[src/rtl/ika9958_vtgen_pkg.sv]
// Shared types and helpers for the IKA9958 video timing generator.
package ika9958_vtgen_pkg;

    localparam int HCNT_W_DEF       = 9;
    localparam int VCNT_W_DEF       = 9;
    localparam int V_TOTAL_NTSC_DEF = 262;
    localparam int V_TOTAL_PAL_DEF  = 313;
    localparam int VA_192           = 192;
    localparam int VA_212           = 212;

    typedef logic [HCNT_W_DEF-1:0] hcnt_t;
    typedef logic [VCNT_W_DEF-1:0] vcnt_t;

    typedef struct packed {
        logic pal;
        logic ln;
        logic il;
    } mode_t;

    // Odd interlaced fields carry one extra line.
    function automatic int vtotal(input mode_t m, input logic field,
                                  input int vt_ntsc = V_TOTAL_NTSC_DEF,
                                  input int vt_pal  = V_TOTAL_PAL_DEF);
        return (m.pal ? vt_pal : vt_ntsc) + int'(m.il & field);
    endfunction

    function automatic int wrap_add(input int base, input logic signed [3:0] d,
                                    input int total);
        int s;
        s = base + int'(d);
        if (s < 0)
            s = s + total;
        else if (s >= total)
            s = s - total;
        return s;
    endfunction

endpackage

[src/rtl/ika9958_vtgen_if.sv]
// Mode inputs and timing outputs of the video timing generator.
// i_ADJ exists only when IKA9958_VTGEN_DISPADJ_EN is defined.
interface ika9958_vtgen_if
    import ika9958_vtgen_pkg::*;
#(
    parameter int HCNT_W = HCNT_W_DEF,
    parameter int VCNT_W = VCNT_W_DEF
);
    logic              i_DOTCEN_n;
    logic              i_PAL;
    logic              i_LN;
    logic              i_IL;
    logic [VCNT_W-1:0] i_LMATCH;
`ifdef IKA9958_VTGEN_DISPADJ_EN
    logic [7:0]        i_ADJ;
`endif
    logic [HCNT_W-1:0] o_HCNT;
    logic [VCNT_W-1:0] o_VCNT;
    logic              o_HSYNC_n;
    logic              o_VSYNC_n;
    logic              o_HBLANK;
    logic              o_VBLANK;
    logic              o_FIELD;
    logic              o_LINE_STB;
    logic              o_FRAME_STB;

    modport master (
        output i_DOTCEN_n, i_PAL, i_LN, i_IL, i_LMATCH,
`ifdef IKA9958_VTGEN_DISPADJ_EN
        output i_ADJ,
`endif
        input  o_HCNT, o_VCNT, o_HSYNC_n, o_VSYNC_n, o_HBLANK, o_VBLANK,
        input  o_FIELD, o_LINE_STB, o_FRAME_STB
    );

    modport slave (
        input  i_DOTCEN_n, i_PAL, i_LN, i_IL, i_LMATCH,
`ifdef IKA9958_VTGEN_DISPADJ_EN
        input  i_ADJ,
`endif
        output o_HCNT, o_VCNT, o_HSYNC_n, o_VSYNC_n, o_HBLANK, o_VBLANK,
        output o_FIELD, o_LINE_STB, o_FRAME_STB
    );
endinterface

[src/rtl/ika9958_vtgen_win.sv]
// Registered modular window: active while (cnt - start) mod total < len.
module ika9958_vtgen_win #(
    parameter int W = 9
) (
    input  logic         gclk,
    input  logic         grst_n,
    input  logic         en,
    input  logic [W-1:0] start,
    input  logic [W-1:0] len,
    input  logic [W:0]   total,
    input  logic [W-1:0] cnt,
    output logic         active
);
    logic [W:0] c, s, ofs;

    assign c   = {1'b0, cnt};
    assign s   = {1'b0, start};
    // total is one bit wider so a total of exactly 2^W still fits
    assign ofs = (c >= s) ? (c - s) : (c + total - s);

    always_ff @(posedge gclk or negedge grst_n) begin
        if (!grst_n)
            active <= 1'b0;
        else if (en)
            active <= (ofs < {1'b0, len});
    end
endmodule

[src/rtl/ika9958_vtgen.sv]
// IKA9958 video timing generator: dot/line counters, sync, blank, field, strobes.
// Optional sync position adjust via macro IKA9958_VTGEN_DISPADJ_EN.
module ika9958_vtgen
    import ika9958_vtgen_pkg::*;
#(
    parameter int HCNT_W       = HCNT_W_DEF,
    parameter int VCNT_W       = VCNT_W_DEF,
    parameter int H_TOTAL      = 342,
    parameter int H_ACTIVE     = 256,
    parameter int HSYNC_START  = 282,
    parameter int HSYNC_LEN    = 26,
    parameter int V_TOTAL_NTSC = V_TOTAL_NTSC_DEF,
    parameter int V_TOTAL_PAL  = V_TOTAL_PAL_DEF,
    parameter int VSYNC_LEN    = 3
) (
    input  logic           i_EMUCLK,
    input  logic           i_HRST_n,
    ika9958_vtgen_if.slave vt
);
    localparam logic [HCNT_W-1:0] H_LAST = HCNT_W'(H_TOTAL - 1);
    localparam logic [HCNT_W:0]   H_TOT  = (HCNT_W+1)'(H_TOTAL);
    localparam logic [HCNT_W-1:0] H_ACT  = HCNT_W'(H_ACTIVE);
    localparam logic [HCNT_W-1:0] HS_LEN = HCNT_W'(HSYNC_LEN);
    localparam logic [VCNT_W-1:0] VS_LEN = VCNT_W'(VSYNC_LEN);

    if (H_TOTAL > (1 << HCNT_W)) begin : g_hchk
        $error("H_TOTAL does not fit in HCNT_W bits");
    end
    if (V_TOTAL_PAL + 1 > (1 << VCNT_W)) begin : g_vchk
        $error("V_TOTAL_PAL+1 does not fit in VCNT_W bits");
    end

    logic              en, eol, eof;
    logic              primed_q, field_q, field_nxt;
    logic [HCNT_W-1:0] hcnt_q, h_nxt, hs_start;
    logic [VCNT_W-1:0] vcnt_q, v_nxt, vt_cur, vt_nxt, va_nxt, vs_start;
    mode_t             mode_q, mode_in, mode_nxt;
    logic              hblank_q, vblank_q, frame_stb_q, line_stb_q;
    logic              hs_act, vs_act;

    assign en      = ~vt.i_DOTCEN_n;
    assign mode_in = {vt.i_PAL, vt.i_LN, vt.i_IL};
    assign vt_cur  = VCNT_W'(vtotal(mode_q, field_q, V_TOTAL_NTSC, V_TOTAL_PAL));
    assign eol     = primed_q && (hcnt_q == H_LAST);
    assign eof     = eol && (vcnt_q == vt_cur - VCNT_W'(1));

    // The first enabled cycle after reset holds the counters at 0,0 so the
    // frame strobe for that position is emitted aligned with the counters.
    always_comb begin
        h_nxt     = hcnt_q;
        v_nxt     = vcnt_q;
        mode_nxt  = mode_q;
        field_nxt = field_q;
        if (primed_q) begin
            if (eol) begin
                h_nxt = '0;
                v_nxt = eof ? '0 : vcnt_q + VCNT_W'(1);
            end else begin
                h_nxt = hcnt_q + HCNT_W'(1);
            end
            if (eof) begin
                mode_nxt  = mode_in;
                field_nxt = mode_in.il ? ~field_q : 1'b0;
            end
        end
    end

    assign vt_nxt = VCNT_W'(vtotal(mode_nxt, field_nxt, V_TOTAL_NTSC, V_TOTAL_PAL));
    assign va_nxt = mode_nxt.ln ? VCNT_W'(VA_212) : VCNT_W'(VA_192);

`ifdef IKA9958_VTGEN_DISPADJ_EN
    logic [7:0] adj_q, adj_nxt;

    assign adj_nxt  = eof ? vt.i_ADJ : adj_q;
    assign hs_start = HCNT_W'(wrap_add(HSYNC_START, adj_nxt[3:0], H_TOTAL));
    assign vs_start = VCNT_W'(wrap_add(int'(vt_nxt) - VSYNC_LEN, adj_nxt[7:4],
                                       int'(vt_nxt)));

    always_ff @(posedge i_EMUCLK or negedge i_HRST_n) begin
        if (!i_HRST_n)
            adj_q <= '0;
        else if (en)
            adj_q <= adj_nxt;
    end
`else
    assign hs_start = HCNT_W'(HSYNC_START);
    assign vs_start = vt_nxt - VS_LEN;
`endif

    // Decodes look at the next counter values so they line up with o_HCNT/o_VCNT.
    always_ff @(posedge i_EMUCLK or negedge i_HRST_n) begin
        if (!i_HRST_n) begin
            primed_q    <= 1'b0;
            hcnt_q      <= '0;
            vcnt_q      <= '0;
            mode_q      <= '0;
            field_q     <= 1'b0;
            hblank_q    <= 1'b0;
            vblank_q    <= 1'b0;
            frame_stb_q <= 1'b0;
            line_stb_q  <= 1'b0;
        end else if (en) begin
            primed_q    <= 1'b1;
            hcnt_q      <= h_nxt;
            vcnt_q      <= v_nxt;
            mode_q      <= mode_nxt;
            field_q     <= field_nxt;
            hblank_q    <= (h_nxt >= H_ACT);
            vblank_q    <= (v_nxt >= va_nxt);
            frame_stb_q <= (h_nxt == '0) && (v_nxt == '0);
            line_stb_q  <= (h_nxt == '0) && (v_nxt == vt.i_LMATCH);
        end
    end

    ika9958_vtgen_win #(.W(HCNT_W)) u_hsync (
        .gclk   (i_EMUCLK),
        .grst_n (i_HRST_n),
        .en     (en),
        .start  (hs_start),
        .len    (HS_LEN),
        .total  (H_TOT),
        .cnt    (h_nxt),
        .active (hs_act)
    );

    ika9958_vtgen_win #(.W(VCNT_W)) u_vsync (
        .gclk   (i_EMUCLK),
        .grst_n (i_HRST_n),
        .en     (en),
        .start  (vs_start),
        .len    (VS_LEN),
        .total  ({1'b0, vt_nxt}),
        .cnt    (v_nxt),
        .active (vs_act)
    );

    assign vt.o_HCNT      = hcnt_q;
    assign vt.o_VCNT      = vcnt_q;
    assign vt.o_HSYNC_n   = ~hs_act;
    assign vt.o_VSYNC_n   = ~vs_act;
    assign vt.o_HBLANK    = hblank_q;
    assign vt.o_VBLANK    = vblank_q;
    assign vt.o_FIELD     = field_q;
    assign vt.o_LINE_STB  = line_stb_q;
    assign vt.o_FRAME_STB = frame_stb_q;
endmodule
[src/flat_wrapper.sv]
// flat-port wrapper written by rule: the top's interface ports become plain ports
module ika9958_vtgen_flat import ika9958_vtgen_pkg::*;
#(
    parameter int HCNT_W       = HCNT_W_DEF,
    parameter int VCNT_W       = VCNT_W_DEF,
    parameter int H_TOTAL      = 342,
    parameter int H_ACTIVE     = 256,
    parameter int HSYNC_START  = 282,
    parameter int HSYNC_LEN    = 26,
    parameter int V_TOTAL_NTSC = V_TOTAL_NTSC_DEF,
    parameter int V_TOTAL_PAL  = V_TOTAL_PAL_DEF,
    parameter int VSYNC_LEN    = 3
)
  (i_EMUCLK, i_HRST_n, vt_i_DOTCEN_n, vt_i_PAL, vt_i_LN, vt_i_IL, vt_i_LMATCH, vt_o_HCNT, vt_o_VCNT, vt_o_HSYNC_n, vt_o_VSYNC_n, vt_o_HBLANK, vt_o_VBLANK, vt_o_FIELD, vt_o_LINE_STB, vt_o_FRAME_STB);
  ika9958_vtgen_if #(.HCNT_W(HCNT_W), .VCNT_W(VCNT_W)) vt_i ();
  input  logic i_EMUCLK;
  input  logic i_HRST_n;
  input wire logic [$bits(vt_i.i_DOTCEN_n)-1:0] vt_i_DOTCEN_n;
  input wire logic [$bits(vt_i.i_PAL)-1:0] vt_i_PAL;
  input wire logic [$bits(vt_i.i_LN)-1:0] vt_i_LN;
  input wire logic [$bits(vt_i.i_IL)-1:0] vt_i_IL;
  input wire logic [$bits(vt_i.i_LMATCH)-1:0] vt_i_LMATCH;
  output wire logic [$bits(vt_i.o_HCNT)-1:0] vt_o_HCNT;
  output wire logic [$bits(vt_i.o_VCNT)-1:0] vt_o_VCNT;
  output wire logic [$bits(vt_i.o_HSYNC_n)-1:0] vt_o_HSYNC_n;
  output wire logic [$bits(vt_i.o_VSYNC_n)-1:0] vt_o_VSYNC_n;
  output wire logic [$bits(vt_i.o_HBLANK)-1:0] vt_o_HBLANK;
  output wire logic [$bits(vt_i.o_VBLANK)-1:0] vt_o_VBLANK;
  output wire logic [$bits(vt_i.o_FIELD)-1:0] vt_o_FIELD;
  output wire logic [$bits(vt_i.o_LINE_STB)-1:0] vt_o_LINE_STB;
  output wire logic [$bits(vt_i.o_FRAME_STB)-1:0] vt_o_FRAME_STB;
  assign vt_i.i_DOTCEN_n = vt_i_DOTCEN_n;
  assign vt_i.i_PAL = vt_i_PAL;
  assign vt_i.i_LN = vt_i_LN;
  assign vt_i.i_IL = vt_i_IL;
  assign vt_i.i_LMATCH = vt_i_LMATCH;
  assign vt_o_HCNT = vt_i.o_HCNT;
  assign vt_o_VCNT = vt_i.o_VCNT;
  assign vt_o_HSYNC_n = vt_i.o_HSYNC_n;
  assign vt_o_VSYNC_n = vt_i.o_VSYNC_n;
  assign vt_o_HBLANK = vt_i.o_HBLANK;
  assign vt_o_VBLANK = vt_i.o_VBLANK;
  assign vt_o_FIELD = vt_i.o_FIELD;
  assign vt_o_LINE_STB = vt_i.o_LINE_STB;
  assign vt_o_FRAME_STB = vt_i.o_FRAME_STB;
  ika9958_vtgen #(.HCNT_W(HCNT_W), .VCNT_W(VCNT_W), .H_TOTAL(H_TOTAL), .H_ACTIVE(H_ACTIVE), .HSYNC_START(HSYNC_START), .HSYNC_LEN(HSYNC_LEN), .V_TOTAL_NTSC(V_TOTAL_NTSC), .V_TOTAL_PAL(V_TOTAL_PAL), .VSYNC_LEN(VSYNC_LEN)) u_core (.i_EMUCLK(i_EMUCLK), .i_HRST_n(i_HRST_n), .vt(vt_i));
endmodule
[config.mk]
export PLATFORM = sky130hd
export DESIGN_NAME = ika9958_vtgen_flat
export DESIGN_NICKNAME = d
export VERILOG_FILES = /design/src/rtl/ika9958_vtgen_pkg.sv /design/src/rtl/ika9958_vtgen_if.sv /design/src/rtl/ika9958_vtgen_win.sv /design/src/rtl/ika9958_vtgen.sv /design/src/flat_wrapper.sv
export SDC_FILE = /design/constraint.sdc
export NUM_CORES = 1
export LEC_CHECK = 0
export CORE_MARGIN = 2
export CORE_UTILIZATION = 61
export CTS_BUF_LIST = sky130_fd_sc_hd__clkbuf_16
export DETAILED_ROUTE_END_ITERATION = 16
export PLACE_DENSITY_LB_ADDON = 0.2
export SLEW_MARGIN = 20
export SYNTH_ARGS = -nofsm -noshare
export SYNTH_HDL_FRONTEND = slang
export SYNTH_HIERARCHICAL = 1
export SYNTH_SLANG_ARGS = --single-unit
[constraint.sdc]
create_clock -name i_EMUCLK -period 6.9 [get_ports i_EMUCLK]
set_input_delay 0.69 -clock i_EMUCLK [delete_from_list [all_inputs] [get_ports i_EMUCLK]]
set_output_delay 0.69 -clock i_EMUCLK [all_outputs]
set_load 0.01 [all_outputs]
==> results of run 1 <==
[flip-flops by register name (all words and copies together) (netlist names)]
signal	flops
u_core/vt.o_VBLANK	1
u_core/vt.o_HCNT	9
u_core/u_hsync/active	1
u_core/vt.o_FIELD	1
u_core/vt.o_LINE_STB	1
u_core/mode_q	3
u_core/u_vsync/active	1
u_core/primed_q	1
u_core/vt.o_VCNT	9
u_core/vt.o_FRAME_STB	1
[logic make-up (layout without fill, tap and decap cells)]
| logic type | after synthesis | count (layout) | share of synthesized area |
|---|---|---|---|
| and+or+nand+nor | 197 | 197 | 0.2034 |
| buffers and inverters | 141 | 166 | 0.1121 |
| AOI/OAI and AO/OA | 136 | 136 | 0.1854 |
| adders and majority gates | 82 | 82 | 0.2312 |
| xor gates and xnor gates | 47 | 47 | 0.08386 |
| DFF | 28 | 28 | 0.1377 |
| muxes | 21 | 21 | 0.04476 |
| other | 2 | 55 | 0.001476 |
[cell usage after synthesis (all sizes together), types with 9 or more instances]
cell type and instances:
dfrtp 28, xnor2 23, fa 20, a21oi 28, nand3 10, inv 120
xor2 23, o21ai 37, nor2 46, a21o 14, mux2 14, ha 62
and3 9, nand2b 16, nand2 49, nor3 13, buf 13, nand4 18
[stage by stage]
stage | util | worst slack [ps] | instance area [µm²] | hold slack, ps | total power [W]
2_1_floorplan | - | 1705 | 5286 | 394.4 | 0.001219
3_3_place_gp | 0.7020 | 1413 | 5710 | 473.0 | 0.001473
3_5_place_dp | 0.7020 | 1254 | 5710 | 472.8 | 0.001529
4_1_cts | 0.7117 | 1207 | 5789 | 498.8 | 0.001685
5_1_grt | 0.7117 | 587.1 | 5789 | 510.7 | 0.001879
6_report | 0.7117 | 1091 | 5789 | 494.8 | 0.001698
[final cells by class]
| cell class | count | area, µm² | area share |
|---|---|---|---|
| multi-input combinational | 538 | 4015 | 0.6935 |
| sequential | 28 | 700.7 | 0.1210 |
| inverter | 120 | 450.4 | 0.07780 |
| timing repair buffer | 42 | 412.9 | 0.07132 |
| tap | 105 | 131.4 | 0.02269 |
| clock buffer | 3 | 75.07 | 0.01297 |
| clock inverter | 1 | 3.754 | 0.0006484 |
[worst max-delay path by stage]
stage                     cells after the start           startpoint                     to  slack [ps]
after floorplan                              25  u_core/vt.o_HCNT[1]  u_core/u_vsync/active        1700
after global placement                       24  u_core/vt.o_HCNT[1]  u_core/u_vsync/active        1410
after detailed placement                     23  u_core/vt.o_HCNT[1]  u_core/u_vsync/active        1250
after CTS                                    23  u_core/vt.o_HCNT[1]  u_core/u_vsync/active        1210
after global routing                         23  u_core/vt.o_HCNT[1]  u_core/u_vsync/active         590
final                                        22  u_core/vt.o_HCNT[0]  u_core/u_vsync/active        1090
[routing by layer]
| layer | global-route usage | vias to the layer above | routed length (µm) |
|---|---|---|---|
| met5 | 0 | - | 0 |
| met4 | 0.07005 | 0 | 223 |
| met3 | 0.03636 | 22 | 594 |
| met2 | 0.5153 | 133 | 6352 |
| met1 | 0.3506 | 2259 | 5233 |
| li1 | - | 2334 | - |
[power by group]
part	leakage (nW)	switching [W]	internal, W
sequential	0.353	0.0000559	0.000196
clock	0.0385	0.0000631	0.0000781
combinational	2.58	0.000709	0.000596
[worst register-to-register path, cell delays in order, from the launching register on]
cell and delay [ps]:
dfrtp_1 480, ha_1 230, and3b_1 220, and4_4 300
and3_1 270, o21ai_0 770, ha_1 410, nor2b_1 210
inv_1 70, ha_1 350, a21oi_1 240, a31oi_1 110
o21ai_1 150, and2_1 420, nand2_1 90, o31ai_1 90
ha_1 290, a21o_1 170, a21oi_1 140, nor2b_1 60
o2111ai_1 190, nand4b_1 140, o41ai_2 300
==> results.yml, run 1 <==
run_status:
  status: "finished clean"
final_layout:
  nFillCells: 659
  final_cells: 837
  area_delta_synth_final_pct: 13.80
  layout_commonest_cell: "inv_1"
  final_cell_mix: "inv_1, ha_1, conb_1, nand2_1, nor2_1"
  drive_gt1_frac: 0.05055
  antenna_cells: 0
  fin_nets: 830
clocking:
  htree_levels: 1
  cts_buffer_depth: 2
  cts_buffers: 3
  cts_hold_buf: 0
  cts_tree: "built"
  cts_root_buf: "clkbuf_16"
  clk_latency_ps: 270
  cts-resized-gates: 0
  path_clk_slew_ps: 80
  cts_setup_buffers: 0
  cts_sinks: 28
sta:
  rsz0062_at_grt: "no"
  max_slew_margin: 0.3450
  fin_tns_setup_ps: 0
  fmax_ghz: 0.1721
  hold_violations: 0
  finalSetupViolCount: 0
  min_period_ps: 5809
  final_max_slew_viol_count: 0
  final.period_utilization: 0.8419
  worst-slew-pin-transition_ps: 975.5
  fin_skew_ps: 4.244
grt:
  grt_pass1_vias: 4531
  grt_max_degree: 29
  grt_usage: 0.2825
  grt_pass1_wl_um: 20570
  gr-total-overflow: 0
  antenna_found_initial: 0
placed_design:
  place_inst: 833
  place_congestion: 0.9582
  portBuffers: 39
  dp_hpwl_um: 9767
worst_setup_path:
  crit_family: "compound AO/OA/AOI/OAI gates"
  critPathCaptureType: "flop"
  path_cells: "ha_1 > and3b_1 > and4_4 > and3_1 > o21ai_0 > ha_1 > nor2b_1 > inv_1 > ha_1 > a21oi_1 > a31oi_1 > o21ai_1 > and2_1 > nand2_1 > o31ai_1 > ha_1 > a21o_1 > a21oi_1 > nor2b_1 > o2111ai_1 > nand4b_1 > o41ai_2"
  slowest_stage: "o21ai_0"
  startpoint_type: "flop"
  path_common_cell: "ha_1"
  crit_required_ps: 7070
  cp.arrival_ps: 5980
  path_class: "reg2reg"
  rrSetupSlack_ps: 1090
  slowest_delay_ps: 770
  r2r_start: "u_core/vt.o_HCNT[0]"
  r2r-end: "u_core/u_vsync/active"
  path_max_fanout: 23
  path_buf_inv: 1
  r2r_cells: 22
synthesis:
  syn_inst: 654
  synth_ff_type: "dfrtp_1"
  synth_top_area_frac: 0.1525
  synth.yosys.seq_area_share: 0.1377
  ys_warn_count: 6
  ys_async_sr_fraction: 1.000
  yosys.area.top_type: "ha_1"
  synth_area_leaders: "ha_1, dfrtp_1, inv_1, fa_1, xnor2_1"
  syn-cell-area_um2: 5087
  synth_edf_count: 0
  synth-seq-cells: 28
  synth_cell_types: 74
  syn_avg_cell_area_um2: 7.779
drt:
  drc: 0
  wirelength_um: 12400
  drt_iter0_drc: 307
  wl_per_cell_um: 14.82
  postRouteAntennaNets: 0
  viasPerCell: 5.673
  first_pass_iters: 6
  route.vias.total: 4748
floorplanning:
  die_height_um: 95.33
  ioPinCount: 40
  dieArea_um2: 9087
  rows: 33
  core_um2: 8134
  start_util: 0.6254
  chipWidth_um: 95.33
power:
  peakVddDrop_mv: 0.3129
  power_leakage_nw: 2.972
  power.density_nw_per_um2: 293.3
worst_hold_path:
  hp-class: "reg2reg"
  min_from: "u_core/u_hsync/active"
  whs_path_depth: 2
  hold_end: "u_core/u_hsync/active"
run:
  maxCapViolCount: 0
Note: power is estimated with default switching activity, not from simulation.
==> run 2, diff against run 1 <==
- clock period: 6.9 -> 5.6 ns (I/O delays scaled with it)
==> results.yml, run 2 (same netlist as run 1, synthesis figures left out) <==
sta:
  final_max_slew_viol_count: 0
  finalSetupViolCount: 0
  min_period_ps: 5315
  setup_ws_ps: 285.5
  rsz0062_at_grt: "no"
  final.period_utilization: 0.9490
  fmax_ghz: 0.1882
  hold_violations: 0
  fin_skew_ps: 3.830
  fin_tns_setup_ps: 0
  worst-slew-pin-transition_ps: 929.8
  max_slew_margin: 0.3736
final_layout:
  nFillCells: 670
  drive_gt1_frac: 0.07008
  regArea_um2: 700.7
  final_util: 0.7231
  multi_input_area_um2: 4025
  layout_commonest_cell: "inv_1"
  fin_nets: 841
  antenna_cells: 0
  final_cell_mix: "inv_1, ha_1, conb_1, nand2_1, nor2_1"
  final_area_um2: 5882
  area_delta_synth_final_pct: 15.62
clocking:
  cts_root_buf: "clkbuf_16"
  cts_sinks: 28
  clk_latency_ps: 270
  htree_levels: 1
  cts_hold_buf: 0
  cts_buffer_depth: 2
  cts_buffers: 3
  cts_tree: "built"
  path_clk_slew_ps: 70
run_status:
  status: "finished clean"
grt:
  grt_usage: 0.2887
  grt_max_degree: 29
  grt_pass1_wl_um: 20910
  gr-total-overflow: 0
  antenna_found_initial: 0
  grt_pass1_vias: 4656
placed_design:
  dp_hpwl_um: 10330
  dp_slack_ps: -13.48
  portBuffers: 39
  place_congestion: 0.9287
  place_area_um2: 5793
power:
  power_leakage_nw: 3.029
  total_power_w: 0.002082
  power.density_nw_per_um2: 354.0
  peakVddDrop_mv: 0.4043
floorplanning:
  dieArea_um2: 9087
  ioPinCount: 40
  core_um2: 8134
  start_util: 0.6254
  die_height_um: 95.33
  rows: 33
  chipWidth_um: 95.33
worst_setup_path:
  startpoint: "u_core/vt.o_FIELD"
  r2r_start: "u_core/vt.o_FIELD"
  path_class: "reg2reg"
  crit_required_ps: 5760
  rrSetupSlack_ps: 290
  cp.arrival_ps: 5480
  critPathCaptureType: "flop"
  r2r-end: "u_core/u_vsync/active"
  path_max_fanout: 13
  crit_end: "u_core/u_vsync/active"
  r2r_cells: 21
  startpoint_type: "flop"
drt:
  wirelength_um: 12780
  route.vias.total: 4809
  drt_iter0_drc: 286
  first_pass_iters: 7
  wl_per_cell_um: 15.09
  postRouteAntennaNets: 0
  drc: 0
  viasPerCell: 5.678
worst_hold_path:
  hp-class: "reg2reg"
run:
  maxCapViolCount: 0
[run 2: worst min path at each step]
stage                     slack [ps]  cells after the start                    end             startpoint
after floorplan                  260                      0       u_core/mode_q[0]               i_HRST_n
after global placement           470                      2   u_core/vt.o_LINE_STB   u_core/vt.o_LINE_STB
after detailed placement         480                      2   u_core/vt.o_LINE_STB   u_core/vt.o_LINE_STB
after CTS                        500                      2   u_core/vt.o_LINE_STB   u_core/vt.o_LINE_STB
after global routing             530                      1  u_core/vt.o_FRAME_STB  u_core/vt.o_FRAME_STB
final                            500                      2   u_core/vt.o_LINE_STB   u_core/vt.o_LINE_STB
[run 2: repair_timing]
| action | 4_1_cts | 5_1_grt |
|---|---|---|
| endpoints found under the setup margin | 1 | 1 |
| cloned | 0 | 0 |
| pin swaps | 0 | 0 |
| buffers inserted | 0 | 0 |
| gates resized for setup | 1 | 6 |
[run 2: critical path, cell delays in order (launching register included)]
cell	delay, ps
dfrtp_1	410
nand2_1	70
inv_1	60
ha_1	290
xnor2_1	140
and4_1	220
and3_2	280
o21ai_0	750
inv_1	140
ha_1	460
nand4_1	180
a31oi_1	180
o21ai_1	90
and2_2	290
o31ai_1	320
ha_1	300
a21o_1	160
a21oi_1	150
nor2b_1	60
o2111ai_1	190
nand4b_1	150
o41ai_2	330
[run 2: routing by layer]
metal,vias to the layer above,GRT usage,wire [µm]
met4,0,0.09903,363
met3,31,0.05217,794
li1,2354,-,-
met2,172,0.5252,6535
met1,2252,0.3386,5087
met5,-,0,0
[run 2: stage by stage]
step | cells | hold slack, ps
finish | 847 | 496.6
global route | 847 | 531.2
CTS | 847 | 499.6
detailed placement | 844 | 480.1
global placement | 844 | 470.5
floorplan | 707 | 264.4
[run 2: final cells by class]
class                      count  area share
timing repair buffer          53     0.08488
sequential                    28      0.1191
multi-input combinational    538      0.6843
clock buffer                   3     0.01276
inverter                     120     0.07658
tap                          105     0.02234
[run 2: report_power, final]
part,switching [W],total (W),internal (W)
Combinational,0.000858,0.00160,0.000743
Clock,0.0000767,0.000172,0.0000953
Sequential,0.0000674,0.000309,0.000242
Total,0.00100,0.00208,0.00108
==> run 3, diff against run 2 <==
- CAP_MARGIN: unset -> 20
- CTS_BUF_LIST: sky130_fd_sc_hd__clkbuf_16 -> sky130_fd_sc_hd__clkbuf_4 sky130_fd_sc_hd__clkbuf_8 sky130_fd_sc_hd__clkbuf_16
- PLACE_DENSITY: unset -> 0.84
- PLACE_DENSITY_LB_ADDON: 0.2 -> unset
==> results.yml, run 3 (same netlist as run 1, synthesis figures left out) <==
grt:
  grt_pass1_vias: 4641
  grt_max_degree: 29
  antenna_found_initial: 0
  grt_pass1_wl_um: 20800
  grt_usage: 0.2895
  gr-total-overflow: 0
sta:
  final.period_utilization: 0.9408
  fin_skew_ps: 7.277
  fmax_ghz: 0.1898
  hold_slack_ps: 505.0
  max_slew_margin: 0.4019
  hold_violations: 0
  fin_tns_setup_ps: 0
  rsz0062_at_grt: "no"
  min_period_ps: 5269
  final_max_slew_viol_count: 0
  worst-slew-pin-transition_ps: 887.8
  finalSetupViolCount: 0
drt:
  route.vias.total: 4786
  wirelength_um: 12740
  viasPerCell: 5.651
  drc: 0
  wl_per_cell_um: 15.04
  first_pass_iters: 5
  postRouteAntennaNets: 0
  drt_iter0_drc: 302
floorplanning:
  die_height_um: 95.33
  core_um2: 8134
  rows: 33
  chipWidth_um: 95.33
  ioPinCount: 40
  start_util: 0.6254
  dieArea_um2: 9087
clocking:
  htree_levels: 1
  cts_sinks: 28
  cts_tree: "built"
  path_clk_slew_ps: 110
  cts_buffer_depth: 2
  cts_root_buf: "clkbuf_8"
  cts_hold_buf: 0
  cts_buffers: 3
  clk_latency_ps: 280
  cts_setup_buffers: 0
  cts-resized-gates: 1
worst_setup_path:
  crit_required_ps: 5790
  path_class: "reg2reg"
  critPathCaptureType: "flop"
  startpoint_type: "flop"
  path_max_fanout: 9
  cp.arrival_ps: 5450
final_layout:
  final_area_um2: 5844
  area_delta_synth_final_pct: 14.88
  layout_commonest_cell: "inv_1"
  drive_gt1_frac: 0.07008
  antenna_cells: 0
  final_util: 0.7185
  fin_nets: 841
  final_cell_mix: "inv_1, ha_1, conb_1, nand2_1, nor2_1"
power:
  power_leakage_nw: 3.013
  peakVddDrop_mv: 0.3150
  total_power_w: 0.002033
  power.density_nw_per_um2: 347.8
placed_design:
  dp_hpwl_um: 10130
  portBuffers: 39
  place_area_um2: 5793
  place_congestion: 0.9183
run_status:
  status: "finished clean"
run:
  maxCapViolCount: 0
worst_hold_path:
  hp-class: "reg2reg"
## run 3: cell types whose count changed in the layout (fill, tap and decap cells not counted)
cell,delta
clkbuf_16,-3
clkbuf_8,+3
buf_4,+1
buf_6,-1
## run 3: power breakdown
part           switching, W  leakage, nW  total [W]  internal (W)
Clock             0.0000721       0.0216   0.000121     0.0000486
Combinational      0.000864         2.64    0.00160      0.000737
Sequential        0.0000699        0.353   0.000312      0.000242
Total               0.00101         3.01    0.00203       0.00103
## run 3: layout make-up
class / count / area, µm²
Tap cell: 105 / 131.4
Sequential cell: 28 / 700.7
Multi-Input combinational cell: 538 / 4025
Inverter: 120 / 450.4
Fill cell: 656 / 2290
Clock buffer: 3 / 41.29
Timing Repair Buffer: 53 / 495.5
## run 3: worst paths after layout
check | start | end | slack (ps) | depth (start not counted)
min reg2reg | u_core/vt.o_FRAME_STB | u_core/vt.o_FRAME_STB | 500 | 1
min in group asynchronous | i_HRST_n | u_core/vt.o_VCNT[6] | 670 | 2
max in group asynchronous | i_HRST_n | u_core/vt.o_VCNT[1] | 4620 | 2
min | u_core/vt.o_FRAME_STB | u_core/vt.o_FRAME_STB | 500 | 1
max reg2reg | u_core/vt.o_FIELD | u_core/u_vsync/active | 330 | 24
max | u_core/vt.o_FIELD | u_core/u_vsync/active | 330 | 24
## run 3: per-stage QoR
step / std cells / worst slack, ps
finish: 847 / 331.3
global route: 847 / 15.95
CTS: 847 / 133.9
detailed placement: 844 / 0.9055
global placement: 844 / 343.4
floorplan: 707 / 405.0
## run 3: per-layer routing
layer	GRT usage	vias up	share of wire
met5	0	-	0
met4	0.08092	0	0.021
met3	0.04032	23	0.056
met2	0.5352	143	0.52
met1	0.3474	2260	0.41
li1	-	2360	-
## run 3: critical path, cell delays in order, from the launching register on
cell and delay [ps]:
dfrtp_1 420, nand2_1 70, inv_1 60, ha_1 280, xnor2_1 160, and4_1 260, and3_2 300, nand3b_1 90
a21boi_2 180, inv_1 90, ha_1 140, inv_1 70, fa_1 540, inv_1 70, fa_1 460, a21o_1 210
a211oi_1 220, nor2_1 80, o41ai_1 310, xor2_1 120, a21oi_1 180, ha_1 270, o2111ai_1 100, nand4b_1 140
o41ai_2 330
